[config.mk]
export PLATFORM = sky130hd
export DESIGN_NAME = uart_tx_buffered
export DESIGN_NICKNAME = d
export VERILOG_FILES = /design/src/rtl/uart_tx_buffered_pkg.sv /design/src/rtl/uart_tx_buffered_sync_fifo.sv /design/src/rtl/uart_tx_buffered.sv
export SDC_FILE = /design/constraint.sdc
export NUM_CORES = 1
export LEC_CHECK = 0
export BUFFER_PORTS_ARGS = -buffer_cell sky130_fd_sc_hd__clkbuf_2
export CAP_MARGIN = 0
export CORE_MARGIN = 2
export CORE_UTILIZATION = 40
export CTS_BUF_LIST = sky130_fd_sc_hd__clkbuf_16
export DETAILED_ROUTE_END_ITERATION = 8
export HOLD_SLACK_MARGIN = 0.12
export PLACE_DENSITY = 0.56
export SLEW_MARGIN = 25
export SYNTH_ARGS = -nofsm -noshare
export SYNTH_HDL_FRONTEND = slang
export SYNTH_HIERARCHICAL = 1
export SYNTH_SLANG_ARGS = --single-unit
[constraint.sdc]
create_clock -name Clk -period 4.54 [get_ports Clk]
set_input_delay 0.908 -clock Clk [delete_from_list [all_inputs] [get_ports Clk]]
set_output_delay 0.908 -clock Clk [all_outputs]
set_load 0.05 [all_outputs]
[src/rtl/uart_tx_buffered_pkg.sv]
// Shared definitions for the buffered UART transmitter: FSM state encoding,
// 8N1 frame constants and the bit-period calculation.
package uart_tx_buffered_pkg;

    typedef enum logic [1:0] {
        ST_IDLE  = 2'd0,
        ST_START = 2'd1,
        ST_DATA  = 2'd2,
        ST_STOP  = 2'd3
    } tx_state_e;

    localparam int   DATA_BITS = 8;
    localparam logic LINE_IDLE = 1'b1;
    localparam logic START_BIT = 1'b0;
    localparam logic STOP_BIT  = 1'b1;

    // Clock cycles per serial bit (integer division; callers keep it >= 2).
    function automatic int calc_bit_cycles(input int clock_freq, input int baud_rate);
        return clock_freq / baud_rate;
    endfunction

endpackage

[src/rtl/uart_tx_buffered_sync_fifo.sv]
// Small single-clock byte FIFO with full/empty/count. The head entry is read
// combinationally so the transmitter can load its shift register on the pop edge.
module uart_tx_buffered_sync_fifo #(
    parameter int WIDTH = 8,
    parameter int DEPTH = 8
) (
    input  logic                     clk_i,
    input  logic                     rst_i,
    input  logic                     push_i,
    input  logic [WIDTH-1:0]         wr_data_i,
    input  logic                     pop_i,
    output logic [WIDTH-1:0]         rd_data_o,
    output logic                     full_o,
    output logic                     empty_o,
    output logic [$clog2(DEPTH):0]   count_o
);

    localparam int PTR_W = $clog2(DEPTH);
    localparam int CNT_W = PTR_W + 1;

    logic [WIDTH-1:0] mem_q [DEPTH];
    logic [PTR_W-1:0] wr_ptr_q;
    logic [PTR_W-1:0] rd_ptr_q;
    logic [CNT_W-1:0] count_q;
    logic             push_ok;
    logic             pop_ok;

    assign full_o    = (count_q == CNT_W'(DEPTH));
    assign empty_o   = (count_q == '0);
    assign count_o   = count_q;
    assign rd_data_o = mem_q[rd_ptr_q];
    assign push_ok   = push_i & ~full_o;
    assign pop_ok    = pop_i & ~empty_o;

    // Storage array: data needs no reset, only the pointers define validity.
    always_ff @(posedge clk_i) begin
        if (push_ok) begin
            mem_q[wr_ptr_q] <= wr_data_i;
        end
    end

    // Pointers wrap naturally (DEPTH is a power of two); count moves by at most one.
    always_ff @(posedge clk_i or posedge rst_i) begin
        if (rst_i) begin
            wr_ptr_q <= '0;
            rd_ptr_q <= '0;
            count_q  <= '0;
        end else begin
            if (push_ok) begin
                wr_ptr_q <= wr_ptr_q + 1'b1;
            end
            if (pop_ok) begin
                rd_ptr_q <= rd_ptr_q + 1'b1;
            end
            case ({push_ok, pop_ok})
                2'b10:   count_q <= count_q + 1'b1;
                2'b01:   count_q <= count_q - 1'b1;
                default: count_q <= count_q;
            endcase
        end
    end

endmodule

[src/rtl/uart_tx_buffered.sv]
// Buffered 8N1 UART transmitter: bytes are queued in a small FIFO and shifted
// out LSB first on SOut. Consecutive frames run back to back with no idle gap.
// TxIRQ is a level request raised while nothing is queued or being sent.
module uart_tx_buffered
    import uart_tx_buffered_pkg::*;
#(
    parameter int CLOCK_FREQ = 50_000_000,
    parameter int BAUD_RATE  = 115_200,
    parameter int FIFO_DEPTH = 8
) (
    input  logic                          Clk,
    input  logic                          Reset,
    input  logic                          DataInValid,
    input  logic [7:0]                    DataIn,
    output logic                          DataInReady,
    output logic                          SOut,
    output logic                          TxIRQ,
    output logic [$clog2(FIFO_DEPTH):0]   FifoCount
);

    localparam int BIT_CYCLES = calc_bit_cycles(CLOCK_FREQ, BAUD_RATE);
    localparam int BAUD_W     = $clog2(BIT_CYCLES);
    localparam int IDX_W      = $clog2(DATA_BITS);
    localparam int CNT_W      = $clog2(FIFO_DEPTH) + 1;

    localparam logic [BAUD_W-1:0] BAUD_LAST = BAUD_W'(BIT_CYCLES - 1);
    localparam logic [IDX_W-1:0]  IDX_LAST  = IDX_W'(DATA_BITS - 1);

    tx_state_e         state_q, state_d;
    logic [BAUD_W-1:0] baud_q, baud_d;
    logic [IDX_W-1:0]  idx_q, idx_d;
    logic [7:0]        shift_q, shift_d;
    logic              sout_q, sout_d;

    logic              fifo_push;
    logic              fifo_pop;
    logic [7:0]        fifo_head;
    logic              fifo_full;
    logic              fifo_empty;
    logic [CNT_W-1:0]  fifo_count;
    logic              baud_end;

    // Ready comes from the registered count only; a pop on this edge does not
    // open a slot until the next cycle.
    assign DataInReady = ~fifo_full;
    assign fifo_push   = DataInValid & DataInReady;
    assign FifoCount   = fifo_count;
    assign SOut        = sout_q;
    assign TxIRQ       = fifo_empty & (state_q == ST_IDLE);
    assign baud_end    = (baud_q == BAUD_LAST);

    uart_tx_buffered_sync_fifo #(
        .WIDTH (8),
        .DEPTH (FIFO_DEPTH)
    ) u_fifo (
        .clk_i     (Clk),
        .rst_i     (Reset),
        .push_i    (fifo_push),
        .wr_data_i (DataIn),
        .pop_i     (fifo_pop),
        .rd_data_o (fifo_head),
        .full_o    (fifo_full),
        .empty_o   (fifo_empty),
        .count_o   (fifo_count)
    );

    // Next-state logic: frame sequencing, baud timing, bit shifting, FIFO pops.
    always_comb begin
        state_d  = state_q;
        baud_d   = baud_q;
        idx_d    = idx_q;
        shift_d  = shift_q;
        fifo_pop = 1'b0;

        case (state_q)
            ST_IDLE: begin
                if (!fifo_empty) begin
                    fifo_pop = 1'b1;
                    shift_d  = fifo_head;
                    baud_d   = '0;
                    idx_d    = '0;
                    state_d  = ST_START;
                end
            end
            ST_START: begin
                if (baud_end) begin
                    baud_d  = '0;
                    state_d = ST_DATA;
                end else begin
                    baud_d = baud_q + 1'b1;
                end
            end
            ST_DATA: begin
                if (baud_end) begin
                    baud_d = '0;
                    if (idx_q == IDX_LAST) begin
                        state_d = ST_STOP;
                    end else begin
                        shift_d = shift_q >> 1;
                        idx_d   = idx_q + 1'b1;
                    end
                end else begin
                    baud_d = baud_q + 1'b1;
                end
            end
            ST_STOP: begin
                if (baud_end) begin
                    baud_d = '0;
                    // Chain straight into the next start bit when more data is queued.
                    if (!fifo_empty) begin
                        fifo_pop = 1'b1;
                        shift_d  = fifo_head;
                        idx_d    = '0;
                        state_d  = ST_START;
                    end else begin
                        state_d = ST_IDLE;
                    end
                end else begin
                    baud_d = baud_q + 1'b1;
                end
            end
            default: begin
                state_d = ST_IDLE;
            end
        endcase
    end

    // Line level is decoded from the next state so SOut is a clean register output.
    always_comb begin
        sout_d = LINE_IDLE;
        case (state_d)
            ST_START: sout_d = START_BIT;
            ST_DATA:  sout_d = shift_d[0];
            ST_STOP:  sout_d = STOP_BIT;
            default:  sout_d = LINE_IDLE;
        endcase
    end

    // State registers; reset abandons any frame and drives the line high at once.
    always_ff @(posedge Clk or posedge Reset) begin
        if (Reset) begin
            state_q <= ST_IDLE;
            baud_q  <= '0;
            idx_q   <= '0;
            shift_q <= '0;
            sout_q  <= LINE_IDLE;
        end else begin
            state_q <= state_d;
            baud_q  <= baud_d;
            idx_q   <= idx_d;
            shift_q <= shift_d;
            sout_q  <= sout_d;
        end
    end

endmodule

==> results by stage <==
Run status:
- The run finished with clean final reports.

Timing:
- The final hold violation count is 0.
- At the pin with the least slew margin, the transition time is 0.988 ns.
- For this run, the top clock speed supported by timing is 289 MHz.
- Between clock sinks in the finished design, the worst skew comes to 0.00733 ns.
- The worst pin sits at a relative slew slack of 33.9%.
- The share of the cycle needed by the critical path after routing is 76.3%.
- Setup repair after global routing left no endpoint under its margin.
- Setup violations remaining at the end of the flow were counted as 0.
- The max-slew violation count came to 0.
- The sum of negative setup slack is 0 ns.
- The routed design could run at a clock period as short as 3.46 ns.

Clock network:
- The root buffer cell is clkbuf_16.
- The clock transition at the registers of the reported paths is 0.07 ns.
- The number of gates resized after CTS was 0.
- In this run the deepest clock path goes through 2 buffers.
- The clock buffer count from CTS is 9.
- The number of setup buffers added after CTS is 0.
- Hold repair after CTS inserted 0 buffers.
- The number of H-tree levels is 3.
- TritonCTS built the clock tree.
- The clock insertion delay at the later pin of the skew report is 0.35 ns.
- CTS saw 97 sinks.

Drt:
- The total wire length after detailed routing is 8480 um.
- Using the TritonRoute via totals, the vias-per-cell ratio works out to 5.52.
- For this block, wires on met1 add up to 3910 um.
- The highest metal layer with signal wires is met4.
- The average detailed-routed wire length per instance is 17.8 um.
- The first detailed-routing pass ran for 4 iterations.
- The number of nets still failing antenna checks after routing is 0.
- The number of vias in the routed layout is 2635.
- The DRC violations left is 0.
- After detailed routing, the met2 layer carries 4140 um of wire.
- The first routing iteration left 182 violations.
- Detailed routing placed a total of 277 um of wire on met3.

Global route:
- The initial antenna violation count is 0.
- The global-route congestion overflow total is 0.
- The first global-routing pass estimated 13800 um of wire.
- The overall track demand over capacity in global routing is 14.5%.
- The number of global-route vias before repair was 2560.
- The maximum number of pins on one net before global-route repair is 24.

Pwr:
- In this run the power density over the cells is 445 nW/um^2.
- VDD sags by at most 0.327 mV.
- The static power due to leakage is 0.00189 uW.
- The completed layout was analyzed and its total power is 2280 uW.

Final layout:
- Of the cells placed in the final design, the portion with a size suffix greater than 1 is 18.3%.
- For this run, the post-layout net count is 356.
- Across the whole layout, storage elements account for 2750 um^2.
- The number of antenna cells inserted is 0.
- The layout overhead on the synthesized area is 10.6%.
- The area of combinational cells with multiple inputs is 1740 um^2.
- The filler cells instantiated in the layout total 1023.

Synth:
- The synthesized netlist net count is 340.
- For this run, the number of Yosys warnings is 6.
- In this run, synthesis produced a sequential element count of 97.
- The number of flops mapped to enable cells by yosys is 64.
- The post-synthesis cell type count is 64.
- The fraction of the yosys area taken by sequential cells is 59.3%.
- Counting flops with an async set or reset pin after synthesis yields a share of 34.0%.
- The average instance in the mapped netlist occupies 14.8 um^2.
- The synthesized area is 4630 um^2.
- The top flip-flop cell by instance count after synthesis is edfxtp_1.
- Synthesis handed over a netlist of 313 instances.

Worst setup path:
- For the worst setup path, the data arrival time is 3.69 ns.
- The highest net fanout along the worst path is 10.
- The number of cells on the worst reg-to-reg path is 11.
- STA classifies the critical path endpoint as a flip-flop.
- The most critical setup path has its startpoint at baud_q[2].
- The classification of the worst setup path is reg -> reg.
- Across all register-to-register paths, the minimum setup slack is 1.08 ns.
- At the worst endpoint, the required time is 4.76 ns.
- The worst setup path is launched from a flip-flop.
- The terminus of the critical flop-to-flop path is u_fifo/count_o[3].
- The timing endpoint of the critical path is u_fifo/count_o[3].
- The startpoint of the worst-slack reg-to-reg timing path is baud_q[2].

Floorplan:
- The area of the die is 12500 um^2.
- The initial utilization of the core area, before any placement, comes to 40.8%.
- The floorplan die width is 112 um.
- The area of the core is 11400 um^2.
- For this design the top-level I/O count stands at 18.
- The die height is 112 um.
- The number of core rows is 39.

Placement:
- The HPWL after detailed placement is 5460 um.
- The total of buffers placed on input and output ports is 17.
- At the end of routability-driven placement, the weighted congestion stood at 0.788.

Job:
- The number of max-capacitance violations reported is 0.

Min path:
- The classification of the worst-slack hold path is reg -> reg.
- The worst hold path passes through 2 cells.
where the power goes:
group,total [uW],leakage [uW],switching [uW],internal [uW]
Clock,730,0.000139,347,383
Combinational,409,0.000765,262,147
Sequential,1140,0.000985,75.1,1070
state kept, by name, summed over array words and instances, names as in the netlist:
name and count:
u_fifo/mem_q 64, baud_q 9, shift_q 8, u_fifo/count_o 4, idx_q 3, u_fifo/rd_ptr_q 3
u_fifo/wr_ptr_q 3, state_q 2, SOut 1
metrics by stage:
step | worst slack, ns | hold slack [ns] | area [um^2] | instances | utilization, %
after global placement | 1.28 | 0.455 | 4840 | 461 | 42.5
after CTS | 1.08 | 0.490 | 5130 | 477 | 45.1
final | 1.08 | 0.491 | 5130 | 477 | 45.1
after detailed placement | 1.13 | 0.474 | 4840 | 461 | 42.5
after floorplan | 1.10 | 0.441 | 4630 | 313 | -
after global routing | 0.830 | 0.526 | 5130 | 477 | 45.1
kinds of logic after synthesis:
group                      after synthesis  synth area share [%]
adders and majority gates               16                  4.48
xor gates and xnor gates                 6                  1.13
AOI/OAI and AO/OA                       66                  10.4
DFF                                     97                  59.3
and+or+nand+nor                         62                  7.91
muxes                                   34                  13.3
buffers and inverters                   32                  3.46
worst max-delay path, stage by stage, from the launching register on:
cell,delay (ns)
dfrtp_1,0.45
nor4b_2,0.48
a31oi_1,0.15
buf_4,0.20
nor3_1,0.28
o41ai_2,0.17
inv_1,0.12
ha_1,0.31
ha_1,0.33
or4b_2,0.61
o311ai_0,0.12
o211ai_1,0.12
synthesized netlist by cell type (all sizes together), types with 2 or more instances:
cell type,number,area (um^2)
a21oi,4,20.0
a22o,3,26.3
a2bb2oi,6,52.6
a31oi,5,31.3
and3,2,12.5
buf,11,81.3
clkbuf,3,11.3
dfrtp,32,801
edfxtp,64,1920
ha,15,188
inv,18,67.6
mux2,11,124
mux2i,7,70.1
mux4,16,420
nand2,16,62.6
nand2b,4,25.0
nand3,7,35.0
nand4,2,12.5
nor2,10,37.5
nor2b,4,25.0
nor3,5,30.0
nor3b,2,15.0
nor4,2,27.5
nor4b,2,23.8
o21a,6,45.0
o21ai,17,88.8
o22ai,2,18.8
o31ai,7,52.6
o41ai,2,25.0
or4b,3,37.5
xnor2,5,43.8
layout by cell type (no fill, tap or decap), types with 2 or more instances in the layout:
cell | synthesis | final
a21oi_1 | 4 | 4
a22o_1 | 3 | 3
a2bb2oi_1 | 6 | 6
a31oi_1 | 5 | 5
and3_1 | 2 | 2
buf_4 | 1 | 2
clkbuf_16 | 0 | 9
clkbuf_2 | 0 | 17
dfrtp_1 | 32 | 32
edfxtp_1 | 64 | 64
ha_1 | 15 | 15
inv_1 | 18 | 17
inv_6 | 0 | 2
mux2_2 | 11 | 11
mux2i_1 | 7 | 7
mux4_1 | 16 | 16
nand2_1 | 15 | 15
nand2b_1 | 4 | 4
nand3_1 | 7 | 7
nand4_1 | 2 | 2
nor2_1 | 10 | 10
nor2b_1 | 4 | 4
nor3_1 | 4 | 2
nor3_2 | 1 | 3
nor3b_1 | 2 | 2
o21a_1 | 6 | 6
o21ai_0 | 10 | 10
o21ai_1 | 6 | 6
o31ai_1 | 7 | 7
or4b_4 | 2 | 2
xnor2_1 | 5 | 5
worst min-delay path by stage:
stage | from | endpoint | slack, ns
CTS | shift_q[0] | shift_q[0] | 0.49
finish | shift_q[0] | shift_q[0] | 0.49
global placement | shift_q[0] | shift_q[0] | 0.45
floorplan | shift_q[0] | shift_q[0] | 0.44
global route | shift_q[0] | shift_q[0] | 0.53
detailed placement | shift_q[0] | shift_q[0] | 0.47
metal layers:
layer  track usage [%]  vias to the layer above
met1              19.7                     1329
met3              3.70                        9
li1                  -                     1265
met5                 0                        -
met4              5.68                        0
met2              22.5                       32
area by class of cell:
type,instances,area share (%)
clock buffer,9,4.39
clock inverter,7,1.27
inverter,18,1.32
multi-input combinational,184,34.0
sequential,97,53.6
tap,143,3.49
timing repair buffer,19,1.95
(Power assumes the default switching activity.)
